File: src/rtl/uart_host_tx.sv
// ---------------------------------------------------------------------------
// uart_host_tx
//
// Host-side UART frame generator. Bytes from a host are buffered in a small
// FIFO. Each byte goes out as one frame: a start bit, the data bits LSB
// first, an optional parity bit and a stop bit. TX_OUT idles high.
//
// The parity encoding matches the system UART config register:
//   PAR_EN  = 1 appends a parity bit.
//   PAR_TYP = 0 selects even parity, 1 selects odd parity.
//
// Ports
//   CLK       single clock for all logic
//   RST       synchronous, active-high reset
//   PAR_EN    append a parity bit (sampled when a byte is popped)
//   PAR_TYP   0 = even parity, 1 = odd parity (sampled at pop)
//   BIT_DIV   CLK cycles per serial bit; 0 behaves as 1 (sampled at pop)
//   IN_DATA   byte to transmit
//   IN_VLD    IN_DATA valid; the byte is written when IN_VLD & IN_RDY
//   IN_RDY    the FIFO can accept a byte
//   TX_OUT    registered serial line; connects to UART_RX_IN
//   BUSY      a frame is in progress or bytes are still buffered
//   FIFO_CNT  bytes buffered, not counting the byte being shifted out
// ---------------------------------------------------------------------------
module uart_host_tx #(
  parameter int DATA_WIDTH = 8,
  parameter int FIFO_DEPTH = 4,
  parameter int CNT_W      = 3
) (
  input  logic                  CLK,
  input  logic                  RST,
  input  logic                  PAR_EN,
  input  logic                  PAR_TYP,
  input  logic [7:0]            BIT_DIV,
  input  logic [DATA_WIDTH-1:0] IN_DATA,
  input  logic                  IN_VLD,
  output logic                  IN_RDY,
  output logic                  TX_OUT,
  output logic                  BUSY,
  output logic [CNT_W-1:0]      FIFO_CNT
);

  localparam int PTR_W = (FIFO_DEPTH > 1) ? $clog2(FIFO_DEPTH) : 1;
  localparam int BIT_W = (DATA_WIDTH > 1) ? $clog2(DATA_WIDTH) : 1;

  typedef enum logic [2:0] {
    IDLE,
    START,
    DATA,
    PARITY,
    STOP
  } state_t;

  state_t                state, state_next;

  // FIFO storage and bookkeeping
  logic [DATA_WIDTH-1:0] mem [FIFO_DEPTH];
  logic [PTR_W-1:0]      wr_ptr, rd_ptr;
  logic [CNT_W-1:0]      cnt;

  // Frame datapath
  logic [DATA_WIDTH-1:0] shift;
  logic [7:0]            div_q;       // latched cycles per bit, never 0
  logic [7:0]            div_cnt;     // 0 .. div_q-1
  logic [BIT_W-1:0]      bit_cnt;     // data bit index
  logic                  par_en_q;
  logic                  par_bit_q;   // parity bit value, computed at pop
  logic                  tx_q, tx_next;

  logic                  push, pop;
  logic                  div_last;
  logic [DATA_WIDTH-1:0] head;

  // Ready depends only on the occupancy register (and reset); a pop in
  // the same cycle does not make room early.
  assign IN_RDY   = ~RST & (cnt < CNT_W'(FIFO_DEPTH));
  assign push     = IN_VLD & IN_RDY;
  assign head     = mem[rd_ptr];
  assign div_last = (div_cnt == div_q - 8'd1);

  assign TX_OUT   = tx_q;
  assign FIFO_CNT = cnt;
  assign BUSY     = (state != IDLE) | (cnt != '0);

  // Next-state and next-line-value logic. tx_next is the level the line
  // takes on the coming edge, so TX_OUT stays a plain flop.
  always_comb begin
    // NOTE: every output of this block gets a default first so no path
    // through the case statement leaves a value unassigned (no latches).
    state_next = state;
    tx_next    = tx_q;
    pop        = 1'b0;

    unique case (state)
      IDLE: begin
        tx_next = 1'b1;
        if (cnt != '0) begin
          pop        = 1'b1;
          state_next = START;
          tx_next    = 1'b0;
        end
      end

      START: begin
        if (div_last) begin
          state_next = DATA;
          tx_next    = shift[0];
        end
      end

      DATA: begin
        if (div_last) begin
          if (bit_cnt == BIT_W'(DATA_WIDTH - 1)) begin
            if (par_en_q) begin
              state_next = PARITY;
              tx_next    = par_bit_q;
            end else begin
              state_next = STOP;
              tx_next    = 1'b1;
            end
          end else begin
            // The shift register moves on this same edge.
            tx_next = shift[1];
          end
        end
      end

      PARITY: begin
        if (div_last) begin
          state_next = STOP;
          tx_next    = 1'b1;
        end
      end

      STOP: begin
        if (div_last) begin
          if (cnt != '0) begin
            // Back-to-back frame: no idle bit between stop and start.
            pop        = 1'b1;
            state_next = START;
            tx_next    = 1'b0;
          end else begin
            state_next = IDLE;
            tx_next    = 1'b1;
          end
        end
      end

      default: begin
        state_next = IDLE;
        tx_next    = 1'b1;
      end
    endcase
  end

  // NOTE: the FIFO array has no reset; emptiness is tracked by the pointers
  // and count, so stale contents are never observed and the array can map
  // onto plain storage without reset wiring.
  always_ff @(posedge CLK) begin
    if (push) begin
      mem[wr_ptr] <= IN_DATA;
    end
  end

  // NOTE: sequential state uses non-blocking assignments so every flop
  // samples values from before the edge, independent of statement order.
  always_ff @(posedge CLK) begin
    if (RST) begin
      state     <= IDLE;
      tx_q      <= 1'b1;
      wr_ptr    <= '0;
      rd_ptr    <= '0;
      cnt       <= '0;
      shift     <= '0;
      div_q     <= 8'd1;
      div_cnt   <= '0;
      bit_cnt   <= '0;
      par_en_q  <= 1'b0;
      par_bit_q <= 1'b0;
    end else begin
      state <= state_next;
      tx_q  <= tx_next;

      if (push) wr_ptr <= wr_ptr + PTR_W'(1);
      if (pop)  rd_ptr <= rd_ptr + PTR_W'(1);

      unique case ({push, pop})
        2'b10:   cnt <= cnt + CNT_W'(1);
        2'b01:   cnt <= cnt - CNT_W'(1);
        default: cnt <= cnt;
      endcase

      if (pop) begin
        // Frame settings are frozen here for the whole frame.
        shift     <= head;
        div_q     <= (BIT_DIV == 8'd0) ? 8'd1 : BIT_DIV;
        par_en_q  <= PAR_EN;
        par_bit_q <= (^head) ^ PAR_TYP;
        div_cnt   <= '0;
        bit_cnt   <= '0;
      end else if (state != IDLE) begin
        div_cnt <= div_last ? 8'd0 : div_cnt + 8'd1;
        if (state == DATA && div_last) begin
          shift   <= shift >> 1;
          bit_cnt <= bit_cnt + BIT_W'(1);
        end
      end
    end
  end

endmodule

File: config.mk
export PLATFORM = sky130hd
export DESIGN_NAME = uart_host_tx
export DESIGN_NICKNAME = d
export VERILOG_FILES = /design/src/rtl/uart_host_tx.sv
export SDC_FILE = /design/constraint.sdc
export NUM_CORES = 1
export LEC_CHECK = 0
export ABC_CLOCK_PERIOD_IN_PS = 7100
export CORE_MARGIN = 3
export CORE_UTILIZATION = 40
export DETAILED_ROUTE_END_ITERATION = 12
export PLACE_DENSITY = 0.67
export SETUP_SLACK_MARGIN = 0.1
export SYNTH_ARGS = -nofsm -noshare
export SYNTH_HDL_FRONTEND = slang
export SYNTH_SLANG_ARGS = --single-unit
File: constraint.sdc
create_clock -name CLK -period 7.1 [get_ports CLK]
set_input_delay 1.065 -clock CLK [delete_from_list [all_inputs] [get_ports CLK]]
set_output_delay 1.065 -clock CLK [all_outputs]
set_load 0.005 [all_outputs]
==> results of run 1 <==
tightest hold or removal path, stage by stage (launching register included):
cell     delay (ns)
dfxtp_1        0.33
nand4_1        0.07
nand3_1        0.06
final timing paths:
check                             start                  endpoint
hold reg to reg     TX_OUT$_SDFFE_PP1P_       TX_OUT$_SDFFE_PP1P_
setup / recovery  div_q[0]$_SDFFE_PP1P_  FIFO_CNT[2]$_SDFFE_PP0P_
hold / removal      TX_OUT$_SDFFE_PP1P_       TX_OUT$_SDFFE_PP1P_
setup reg to reg  div_q[0]$_SDFFE_PP1P_  FIFO_CNT[2]$_SDFFE_PP0P_
state kept, by name (all words and copies together), names as in the netlist, named ones only:
signal     flops
mem           32
div_cnt        8
div_q          8
shift          8
FIFO_CNT       3
bit_cnt        3
state          3
rd_ptr         2
wr_ptr         2
TX_OUT         1
par_bit_q      1
par_en_q       1
cell type report:
type / instances / share of cell area [%]
clock inverter: 7 / 1.603
inverter: 13 / 1.179
sequential: 74 / 43.54
tap: 108 / 3.266
clock buffer: 9 / 2.994
timing repair buffer: 29 / 6.834
multi-input combinational: 225 / 40.58
through the flow:
step | instance area (um^2) | hold WS [ns]
CTS | 4138 | 0.4992
floorplan | 3615 | 0.4439
detailed placement | 3948 | 0.4869
global route | 4138 | 0.5114
finish | 4138 | 0.4993
global placement | 3948 | 0.4792
kinds of logic (layout without fill, tap and decap cells):
family,after synthesis,count (layout),synth area share (%)
AOI/OAI and AO/OA,78,78,14.57
xor gates and xnor gates,24,24,6.196
adders and majority gates,10,10,3.669
buffers and inverters,33,58,3.704
DFF,74,74,49.84
muxes,11,11,5.850
and+or+nand+nor,102,102,16.17
synth_stat cells (2+ instances only):
cell,n
o31ai_1,3
a21oi_1,19
and2_1,2
nor4_1,3
a31oi_1,2
buf_2,2
nor2_1,15
dfxtp_1,42
or3_1,2
o21ai_0,22
edfxtp_1,32
mux2i_1,2
inv_1,13
nand3_1,25
or4_1,5
xnor2_1,12
nor4_4,2
nand2_1,10
mux4_2,8
clkbuf_1,16
a311oi_1,5
nor2b_1,4
or3b_2,2
nand2b_1,2
a211oi_1,9
and3_1,6
ha_1,9
xor2_1,11
a311oi_2,2
o211ai_1,4
nand4_1,3
nor3_1,14
routing by layer:
layer	wire [um]	global-route usage, %	vias to the layer above
li1	-	-	1295
met1	3299	19.11	1290
met2	3480	24.90	77
met3	379	4.844	11
met4	95	4.090	0
met5	0	0	-
power groups by stage:
stage	registers (W)	logic, W	clock network [W]
global placement	0.000592	0.000735	0
detailed placement	0.000593	0.000749	0
finish	0.000585	0.000753	0.000317
global route	0.000597	0.000839	0.000348
CTS	0.000584	0.000753	0.000326
floorplan	0.000557	0.000605	0
==> results.txt, run 1 <==
The logs give 3 for the CTS H-tree depth and 0 for the final hold violation count. Entering global routing, the biggest net connects 44 pins. The most common cell type on the critical path was or4_1. The core area is 0.008763 mm^2, and the count of port buffers added during placement is 26.

The clock network burns 19.2% of the power. STA classifies the critical path endpoint as a flip-flop. After synthesis the cells add up to 0.003615 mm^2. The run gives 151 as the initial detailed-routing violation count. Setup repair after global routing left no endpoint under its margin.

Relative to the synthesized area, the layout overhead comes to 14.47%. The run gives 0.1745 mV as the maximum ir drop on the vdd rail. TritonCTS built the clock tree. The total area of sequential cells was 0.001802 mm^2; the number of max-slew violations in the final report was 0. After floorplanning, the core was divided into 34 placement rows. The setup check on the worst reg-to-reg path leaves a slack of 3.29 ns.

For this run, the slowest stage of the critical path takes 0.56 ns. Setup total negative slack on the finished layout was measured at 0 ns. Post-CTS timing repair inserted 0 buffers for setup. The run gives 465 as the number of standard cells in the final layout excluding fillers.

The via count normalized by instance count was 5.748; the share of cells above drive strength 1 was 10.92%. After detailed routing, the total wire length is 7255 um. For this block, the via count after detailed routing is 2,673. The reported max-cap violation count came out at 0.

The flow ran to the end, and the final reports show no timing, DRC or antenna violations. The relative slew slack is 33.57%, and the sequential share of power is 35.3%. For this run, the post-layout net count is 383. The post-synthesis area per instance works out to 10.89 um^2. For this run, the total global-route usage over all layers was measured as 15.12%. In the final layout, the multi-input gates occupy 0.001679 mm^2. The number of inserted filler cells in the final layout was 810; the top-level port count was 27. The design internal power is 0.0009687 W, and the clock-pin transition on the worst setup and hold timing paths is 0.09 ns. Prior to clock tree synthesis, the placed netlist has a worst setup slack of 3.364 ns. Net switching is 41.44% of the power.

After synthesis, the cell types taking the most area are edfxtp_1 27%, dfxtp_1 23%, mux4_2 5.0%, nand3_1 3.5%, ha_1 3.1%. The final HPWL from detailed placement came out at 4982 um. The post-route total power came out at 0.001654 W.

The run gives 74 as the CTS sink count. Dividing the final minimum period by the clock period gives 53.64%. For the worst setup path, the data arrival time is 4.10 ns. The maximum number of buffers from clock root to sink came out at 2. The starting density of the core came out at 41.25%. The cell family contributing the most delay on the critical path is simple AND/OR/NAND/NOR gates. The logs give 449 for the cell count after placement and 12,170 um for the global-route wire length before repair.

The number of nets in the synthesized netlist is 363. After detailed routing, the number of remaining DRC violations is 0. The global placement routability congestion was 0.8656; the via count of the first global-routing pass was 2,581. The number of routed nets with antenna violations is 0. For this run, the detailed router's first-pass iteration total came to 4. The setup-violating endpoint count in the final report was 0. The biggest area contributor in the post-synthesis netlist is edfxtp_1. Leading cell type in the layout, fill and taps excluded: dfxtp_1.

The floorplan die area was 0.01021 mm^2; the shortest clock period the worst path allows after layout was 3.809 ns. TritonCTS created 9 clock buffers. The number of antenna violations at the first check in global routing came out at 0. Number of flops mapped to enable cells by yosys: 32. On the critical path, the stage with the largest delay is an instance of or4_1.

The kind of start point of the critical path was a flip-flop. The tools report the count of yosys warnings during synthesis as 0. The share of the core filled with cells in the final layout is 47.22%. Global routing finished with a remaining overflow of 0. The share of the synthesized area in the top cell type is 26.58%, and the portion of the post-synthesis area used by sequential elements is 49.84%. The power per cell area was 399.8 mW/mm^2; the slew at the pin closest to its max-slew limit was 0.9965 ns. The path depth of the worst reg2reg path is 12, and the number of diodes added for antenna fixing is 0. The critical path buffer and inverter count was 2. Traced cell by cell, the critical path runs through or4_1 > or4_1 > nand3_1 > a31oi_1 > buf_4 > nor2_1 > ha_1 > inv_1 > fa_1 > xor2_1 > or3_1 > a21oi_1. Combinational cells account for 45.5% of the total power.

Measured along the y axis, the die boundary spans 101.1 um. The leakage power summed over all cells was 1.378 nW. Leaving out fill and tap cells, the most frequent cells in the layout are 42 x dfxtp_1, 32 x edfxtp_1, 26 x clkdlybuf4s50_1.

The cell chosen for the clock root was clkbuf_8. Critical path depth: 12. Along the worst path, the maximum fanout reaches 20.

The number of gates resized after CTS was 0. Counting instances, the worst hold path has a depth of 2. The cell count after synthesis came out at 332. The analysis attributes to net switching a power of 0.0006856 W. STA puts the critical path data required time at 7.39 ns. The count of cell types in the netlist is 56, and the average wire per standard cell is 15.60 um. Setup clock skew after layout: 0.006049 ns. After clock tree synthesis, the flow added hold-fix buffers numbering 0. At the later pin of the worst-skew pair, clock insertion delay measures 0.36 ns.

Based on the critical path, the design can be clocked at up to 262.6 MHz. The tightest min-delay check is of the reg2reg type. The critical path is of the reg2reg type.

The share of synthesized registers carrying an async set or reset was 0%; the synthesis-stage register bit count was 74. For the final worst-path setup slack, the log shows 3.291 ns. Among all flip-flop cells after synthesis, the most frequent one is dfxtp_1.

In this run the horizontal extent of the chip is 101.1 um.
Note: power is estimated with default switching activity, not from simulation.
==> run 2, diff against run 1 <==
--- a/config.mk
+++ b/config.mk
@@ -5,11 +5,11 @@
 export SDC_FILE = /design/constraint.sdc
 export NUM_CORES = 1
 export LEC_CHECK = 0
-export ABC_CLOCK_PERIOD_IN_PS = 7100
+export ABC_CLOCK_PERIOD_IN_PS = 3100
 export CORE_MARGIN = 3
 export CORE_UTILIZATION = 40
 export DETAILED_ROUTE_END_ITERATION = 12
-export PLACE_DENSITY = 0.67
+export PLACE_DENSITY = 0.69
 export SETUP_SLACK_MARGIN = 0.1
 export SYNTH_ARGS = -nofsm -noshare
 export SYNTH_HDL_FRONTEND = slang
==> constraint.sdc (replaced) <==
create_clock -name CLK -period 3.1 [get_ports CLK]
set_input_delay 0.465 -clock CLK [delete_from_list [all_inputs] [get_ports CLK]]
set_output_delay 0.465 -clock CLK [all_outputs]
set_load 0.005 [all_outputs]
==> run 2 against run 1 <==
Effect of this change:
- flip-flop and latch count unchanged
- register-to-register slack worse by 3.1 ns
- clock power grew to 2.8 times the previous value
- fmax is 31% higher
- critical path depth shrank 1
- combinational power increased by 150%
- critical path type unchanged
==> results.txt, run 2 (same netlist as run 1, synthesis figures left out) <==
The tools report the cell chosen for the clock root as clkbuf_8. The ratio of final minimum period to clock period was 93.50% (+40 points); the final worst-path setup slack was 0.2015 ns (-3.090 ns). For the data arrival time of the critical path, the log shows 3.19 ns (-0.91 ns). The clock-pin transition on the worst setup and hold timing paths works out to 0.08 ns (about the same). The via count normalized by instance count is 5.605 (-2.5%), and the number of inserted filler cells in the final layout is 783 (-3.3%). CTS H-tree depth: 3 (unchanged).

The core area is 0.008763 mm^2 (unchanged), and the worst setup slack after placement is 0.1450 ns (-3.219 ns). Setup repair after global routing left no endpoint under its margin. Endpoint class of the critical path: a flip-flop. The delay contributed by the slowest stage of the critical path was 0.53 ns (-0.03 ns).

The number of clock buffers inserted by TritonCTS is 9 (unchanged), and the total routing usage reported by global routing is 15.72% (+0.60 points). The logs give 4 (unchanged) for the number of iterations in the first detailed-routing pass and 345.0 MHz (+31%) for the highest clock rate. The die height works out to 101.1 um (unchanged). Master of the slowest instance on the critical path: or4_4. Largest register by flop count: mem. Total area of sequential cells: 0.001807 mm^2 (+0.28%). For the count of nets after finishing, the log shows 391 (+2.1%). The run gives 1.447 nW (+5.0%) as the leakage power summed over all cells. The final HPWL from detailed placement came out at 5176 um (+3.9%). The run gives 0.004302 mm^2 (+4.0%) as the cell area after layout.

The number of diodes added for antenna fixing is 0 (unchanged), and the site row count is 34 (unchanged). The maximum ir drop on the vdd rail was 0.3902 mV (+120%); the post-route total power was 0.004074 W (+150%). For the cell count after placement, the log shows 456 (+1.6%). TritonCTS built the clock tree.

The via count of the first global-routing pass was 2,675 (+3.6%); the reported max-cap violation count was 0 (unchanged). The run gives 0 ns (unchanged) as the sum of negative setup slack. The shortest clock period the worst path allows after layout was 2.898 ns (-0.9102 ns).

The slew at the pin closest to its max-slew limit is 0.6935 ns (-0.3029 ns), and the layout-stage area growth over the synthesis result is 19.00%. The logs give 27 (unchanged) for the top-level port count and 74 (unchanged) for the CTS sink count. For the setup-violating endpoint count in the final report, the log shows 0 (unchanged).

The run finished with clean final reports. The required time at the endpoint of the critical path was 3.39 ns (-4.00 ns); the number of flip-flops in the largest register was 32 (unchanged). Power per cell area: 947.0 mW/mm^2 (+140%). The run gives 0.004035 mm^2 (+2.2%) as the post-placement cell area. The library cell used most frequently in the layout, excluding fill and tap cells, is dfxtp_1.

The DRC violation count after routing is 0 (unchanged). The latest clock arrival within the worst-skew pair was 0.35 ns (about the same); the number of routed nets with antenna violations was 0 (unchanged). The run gives 7445 um (+2.6%) as the total detailed-routing wirelength. The tools report the number of standard cells in the final layout excluding fillers as 473 (+1.7%).

The logs give 0.8355 (-3.5%) for the global placement routability congestion and 41.25% (unchanged) for the starting density of the core. The final hold violation count was 0 (unchanged); the die width was 101.1 um (unchanged). For the remaining global-route overflow, the log shows 0 (unchanged). The worst setup path is launched from a flip-flop. Number of antenna violations at the first check in global routing: 0 (unchanged).

The worst hold path belongs to the class reg2reg. The relative slew slack was 53.56% (+20 points); the number of max-slew violations in the final report was 0 (unchanged). Average wire per standard cell: 15.74 um (+0.88%). The critical path goes through or3b_2 > or4_4 > nand3_2 > a31oi_2 > nor2_4 > ha_4 > inv_1 > fa_2 > xor2_1 > or3_1 > a21oi_1. For the floorplan die area, the log shows 0.01021 mm^2 (unchanged).

The maximum number of buffers from clock root to sink was 2 (unchanged). The biggest fanout along the worst timing path is 6 (-70%), and the share of cells above drive strength 1 is 15.34% (+4.4 points). For the pin count of the biggest net entering global routing, the log shows 43 (-2.3%).

Leaving out fill and tap cells, the most frequent cells in the layout are 40 x dfxtp_1, 32 x edfxtp_1, 26 x clkdlybuf4s50_1. The logs give 0.001725 mm^2 (+2.8%) for the total area of multi-input combinational cells and 2,651 (-0.82%) for the via total after detailed routing. Critical path class: reg2reg. The run gives 0 (unchanged) as the hold-fix buffer count after cts.

The global-route wire length before repair is 12,600 um (+3.5%). The setup clock skew after layout was 0.008876 ns (+0.002827 ns); the initial detailed-routing violation count was 117 (-23%). The count of port buffers added during placement is 26 (unchanged).
[run 2: changes by cell type in the layout (fill, tap and decap cells not counted), sizes merged]
cell,change
buf,+8
bufinv,+3
clkbuf,+1
clkinv,+1
clkinvlp,+1
inv,-6
[run 2: worst paths after layout]
kind / start / slack [ns] / end / cells after the start
hold / removal: par_bit_q$_SDFFE_PP0P_ / 0.49 / par_bit_q$_SDFFE_PP0P_ / 2
setup reg to reg: div_cnt[5]$_SDFFE_PP0N_ / 0.20 / FIFO_CNT[2]$_SDFFE_PP0P_ / 11
setup / recovery: div_cnt[5]$_SDFFE_PP0N_ / 0.20 / FIFO_CNT[2]$_SDFFE_PP0P_ / 11
hold reg to reg: par_bit_q$_SDFFE_PP0P_ / 0.49 / par_bit_q$_SDFFE_PP0P_ / 2
[run 2: final cells by class]
class                      count  area share, %
clock buffer                  10          2.967
clock inverter                 6          2.676
inverter                      13          1.134
multi-input combinational    225          40.11
sequential                    74          42.00
tap                          108          3.141
timing repair buffer          37          7.970
[run 2: worst max-delay path: cells and delay by family, from the launching register on]
| kind | cells | cell delay [ns] |
|---|---|---|
| AOI/OAI and AO/OA | 2 | 0.27 |
| xor gates and xnor gates | 1 | 0.15 |
| adders and majority gates | 2 | 0.48 |
| buffers and inverters | 1 | 0.04 |
| DFF | 1 | 0.37 |
| and+or+nand+nor | 5 | 1.52 |
[run 2: metrics by stage]
| stage | hold WS [ns] | util [%] |
|---|---|---|
| floorplan | 0.4439 | - |
| global placement | 0.4621 | 46.05 |
| detailed placement | 0.4739 | 46.05 |
| CTS | 0.4843 | 48.82 |
| global route | 0.4932 | 49.09 |
| finish | 0.4901 | 49.09 |
[run 2: where the power goes]
part | internal (W) | switching (W)
logic | 0.000827 | 0.00103
clock network | 0.000537 | 0.000356
registers | 0.00117 | 0.000153
total | 0.00254 | 0.00154
[run 2: repair_timing]
action	4_1_cts	5_1_grt
setup endpoints to repair	0	1
setup buffers	0	1
endpoints found under the hold margin	0	0
resized for setup	0	4
[run 2: layer usage]
metal	part of all wire (%)	GRT usage [%]	wire length (um)	vias up
li1	-	-	-	1305
met1	44	18.82	3250	1267
met4	1.9	5.215	140	0
met5	0	0	0	-
met2	50	27.62	3750	65
met3	4.1	3.668	303	14
==> run 3, diff against run 2 <==
--- a/config.mk
+++ b/config.mk
@@ -5,11 +5,12 @@
 export SDC_FILE = /design/constraint.sdc
 export NUM_CORES = 1
 export LEC_CHECK = 0
-export ABC_CLOCK_PERIOD_IN_PS = 3100
+export ABC_AREA = 1
+export ABC_CLOCK_PERIOD_IN_PS = 3200
 export CORE_MARGIN = 3
 export CORE_UTILIZATION = 40
 export DETAILED_ROUTE_END_ITERATION = 12
-export PLACE_DENSITY = 0.69
+export PLACE_DENSITY = 0.67
 export SETUP_SLACK_MARGIN = 0.1
 export SYNTH_ARGS = -nofsm -noshare
 export SYNTH_HDL_FRONTEND = slang
==> constraint.sdc (replaced) <==
create_clock -name CLK -period 3.2 [get_ports CLK]
set_input_delay 0.48 -clock CLK [delete_from_list [all_inputs] [get_ports CLK]]
set_output_delay 0.48 -clock CLK [all_outputs]
set_load 0.005 [all_outputs]
==> run 3 against run 2 <==
Effect of this change:
- wire length is 0.83% lower
- sequential power is 3% higher
- highest routed layer unchanged
- clock power is 16% lower
- flip-flop and latch count stayed put
==> results.txt, run 3 <==
The count of cell types in the netlist came out at 30 (-46%). The tools report the CTS H-tree depth as 3 (unchanged). Highest clock rate: 354.2 MHz (+2.7%). The tools report the count of yosys warnings during synthesis as 0 (unchanged). Ratio of final minimum period to clock period: 88.23% (-5.3 points). The biggest fanout along the worst timing path came out at 6 (unchanged).

The run gives 5408 um (+4.5%) as the final HPWL from detailed placement. The number of clock buffers inserted by TritonCTS came out at 9 (unchanged). The hold-fix buffer count after cts is 0 (unchanged), and the global-route wire length before repair is 13,000 um (+3.2%). The total area of sequential cells is 0.001802 mm^2 (-0.28%). The sum of negative setup slack was 0 ns (unchanged). Starting density of the core: 41.76% (+0.51 points).

The relative slew slack is 63.46% (+9.9 points), and the netlist area before placement is 0.003677 mm^2 (+1.7%). The pin count of the biggest net entering global routing was 34 (-21%); the DRC violation count after routing was 0 (unchanged). The run gives 457 (+38%) as the instance count of the mapped netlist. The count of nets after finishing is 521 (+33%). Traced cell by cell, the critical path runs through inv_2 > ha_1 > or2_0 > a21oi_1 > nand3_1 > nor2_2 > nand2_4 > a21oi_4 > ha_1 > inv_1 > fa_1 > a21oi_1 > o21ai_0 > xor2_1 > nor2_1. The run gives 15.87% (+0.16 points) as the total routing usage reported by global routing. The via total after detailed routing is 2,938 (+11%), and the final hold violation count is 0 (unchanged). The tools report the top-level port count as 27 (unchanged). nand2_1 is the most common cell in the netlist. The run gives 3.05 ns (-0.14 ns) as the data arrival time of the critical path. The delay contributed by the slowest stage of the critical path was 0.41 ns (-0.12 ns); the maximum ir drop on the vdd rail was 0.3316 mV (-15%). For the total detailed-routing wirelength, the log shows 7383 um (-0.83%). The run gives 0.001634 mm^2 (-5.3%) as the total area of multi-input combinational cells. Endpoint class of the critical path: a flip-flop. For the count of instances resized after the clock tree is built, the log shows 0 (unchanged). For the total nets after synthesis, the log shows 488 (+34%).

The tools report the number of routed nets with antenna violations as 0 (unchanged). The post-route total power is 0.003951 W (-3.0%), and the number of flip-flops in the largest register is 32 (unchanged). The share of the synthesized area in the top cell type works out to 26.13% (-0.45 points). The via count normalized by instance count came out at 4.872 (-13%). The clock-pin transition on the worst setup and hold timing paths was 0.09 ns (about the same); the number of max-slew violations in the final report was 0 (unchanged).

The core area is 0.008806 mm^2 (+0.49%). The tools report the setup clock skew after layout as 0.01234 ns (+0.003464 ns). The setup-violating endpoint count in the final report is 0 (unchanged).

The share of cells above drive strength 1 is 7.273% (-8.1 points), and the die height is 101.9 um (+0.81%). The count of port buffers added during placement came out at 26 (unchanged). Number of inserted filler cells in the final layout: 838 (+7.0%).

The largest register by flop count is mem. The library cell used most frequently in the layout, excluding fill and tap cells, is nand2_1. Slew at the pin closest to its max-slew limit: 0.5465 ns (-0.1470 ns). The number of iterations in the first detailed-routing pass came out at 4 (unchanged). The cell type contributing the most total cell area after synthesis is edfxtp_1. The floorplan die area is 0.01038 mm^2 (+1.6%). TritonCTS built the clock tree. The tools report the portion of the post-synthesis area used by sequential elements as 49.00% (-0.85 points). The die width was 101.9 um (+0.81%); the post-synthesis area per instance was 8.047 um^2 (-26%). Required time at the endpoint of the critical path: 3.43 ns (+0.04 ns). The post-CTS setup-driven buffer insertion count is 0 (unchanged), and the synthesis-stage register bit count is 74 (unchanged). The latest clock arrival within the worst-skew pair was 0.35 ns (about the same); the reported max-cap violation count was 0 (unchanged). The share of synthesized registers carrying an async set or reset was 0% (unchanged). In the layout the commonest cells are 119 x nand2_1, 65 x nor2_1, 43 x inv_1. Among all stages on the critical path, the largest delay is contributed by dfxtp_1.

The number of flops mapped to enable cells by yosys works out to 32 (unchanged). The number of antenna violations at the first check in global routing came out at 0 (unchanged). The tree is rooted in a clkbuf_8.

The initial detailed-routing violation count was 137 (+17%). The run finished with clean final reports. Compared with the post-synthesis result, the final layout area differs by 15.86%. For the leakage power summed over all cells, the log shows 1.781 nW (+23%).

The site row count came out at 34 (unchanged). The power per cell area is 927.4 mW/mm^2 (-2.1%), and the average wire per standard cell is 12.24 um (-22%). Global placement routability congestion: 0.8261 (-1.1%). Setup repair after global routing left no endpoint under its margin. Via count of the first global-routing pass: 2,820 (+5.4%). Shortest clock period the worst path allows after layout: 2.823 ns (-0.07522 ns). The kind of path behind the tightest hold check was reg2reg. Among all flip-flop cells after synthesis, the most frequent one is dfxtp_1. The setup path with the least slack is of type reg2reg. The tools report the kind of start point of the critical path as a flip-flop. By area the synthesized netlist is led by edfxtp_1 26%, dfxtp_1 23%, nand2_1 12%, nor2_1 6.6%, nand3_1 4.9%. Number of diodes added for antenna fixing: 0 (unchanged).

The maximum number of buffers from clock root to sink was 2 (unchanged); the remaining global-route overflow was 0 (unchanged). In the synthesized netlist, the cells that appear most often are 119 x nand2_1, 65 x nor2_1, 43 x inv_1. The run gives 74 (unchanged) as the CTS sink count.
-- run 3: power by group --
part | switching, W | internal [W] | leakage (nW)
Combinational | 0.00114 | 0.000691 | 1.04
Clock | 0.000375 | 0.000375 | 0.103
Sequential | 0.000190 | 0.00118 | 0.634
Total | 0.00170 | 0.00225 | 1.78
-- run 3: critical path: cells and delay by family (launching register included) --
family	cells	cell delay, ns
flops	1	0.41
compound gates	4	0.53
xor+xnor	1	0.14
buf+inv	2	0.15
simple gates	5	0.65
fa+ha+maj	3	0.84
-- run 3: path summary, 6_finish.rpt --
check	cells after the start	slack, ns	startpoint	end
max	15	0.38	div_q[0]$_SDFFE_PP1P_	FIFO_CNT[2]$_SDFFE_PP0P_
min	2	0.47	bit_cnt[2]$_SDFFE_PP0P_	bit_cnt[2]$_SDFFE_PP0P_
max reg2reg	15	0.38	div_q[0]$_SDFFE_PP1P_	FIFO_CNT[2]$_SDFFE_PP0P_
min reg2reg	2	0.47	bit_cnt[2]$_SDFFE_PP0P_	bit_cnt[2]$_SDFFE_PP0P_
-- run 3: area by class of cell --
type                       instances  area share, %
tap                              108          3.172
clock buffer                       9          2.907
timing repair buffer              32          7.166
clock inverter                     7          1.968
inverter                          47          4.141
sequential                        74          42.29
multi-input combinational        326          38.36
-- run 3: cell families (layout without fill, tap and decap cells) --
| family | Yosys count | count (layout) | share of synthesized area (%) |
|---|---|---|---|
| and+or+nand+nor | 251 | 251 | 30.01 |
| DFF | 74 | 74 | 49.00 |
| buffers and inverters | 57 | 95 | 6.567 |
| AOI/OAI and AO/OA | 52 | 52 | 7.724 |
| xor gates and xnor gates | 13 | 13 | 3.096 |
| adders and majority gates | 10 | 10 | 3.607 |
-- run 3: per-layer routing --
layer | wire length (um) | up-vias | track usage, %
met5 | 0 | - | 0
met4 | 102 | 0 | 5.045
met3 | 387 | 8 | 4.573
met2 | 3508 | 54 | 26.31
met1 | 3384 | 1327 | 20.13
li1 | - | 1549 | -
-- run 3: stage by stage --
step / setup WS [ns] / hold slack (ns) / utilization (%) / std cells / area (um^2)
after floorplan: 0.4283 / 0.4482 / - / 457 / 3677
after global placement: 0.4457 / 0.4557 / 46.02 / 587 / 4053
after detailed placement: 0.3859 / 0.4640 / 46.02 / 587 / 4053
after CTS: 0.3646 / 0.4762 / 48.38 / 603 / 4260
after global routing: 0.1588 / 0.5027 / 48.38 / 603 / 4260
final: 0.3768 / 0.4743 / 48.38 / 603 / 4260
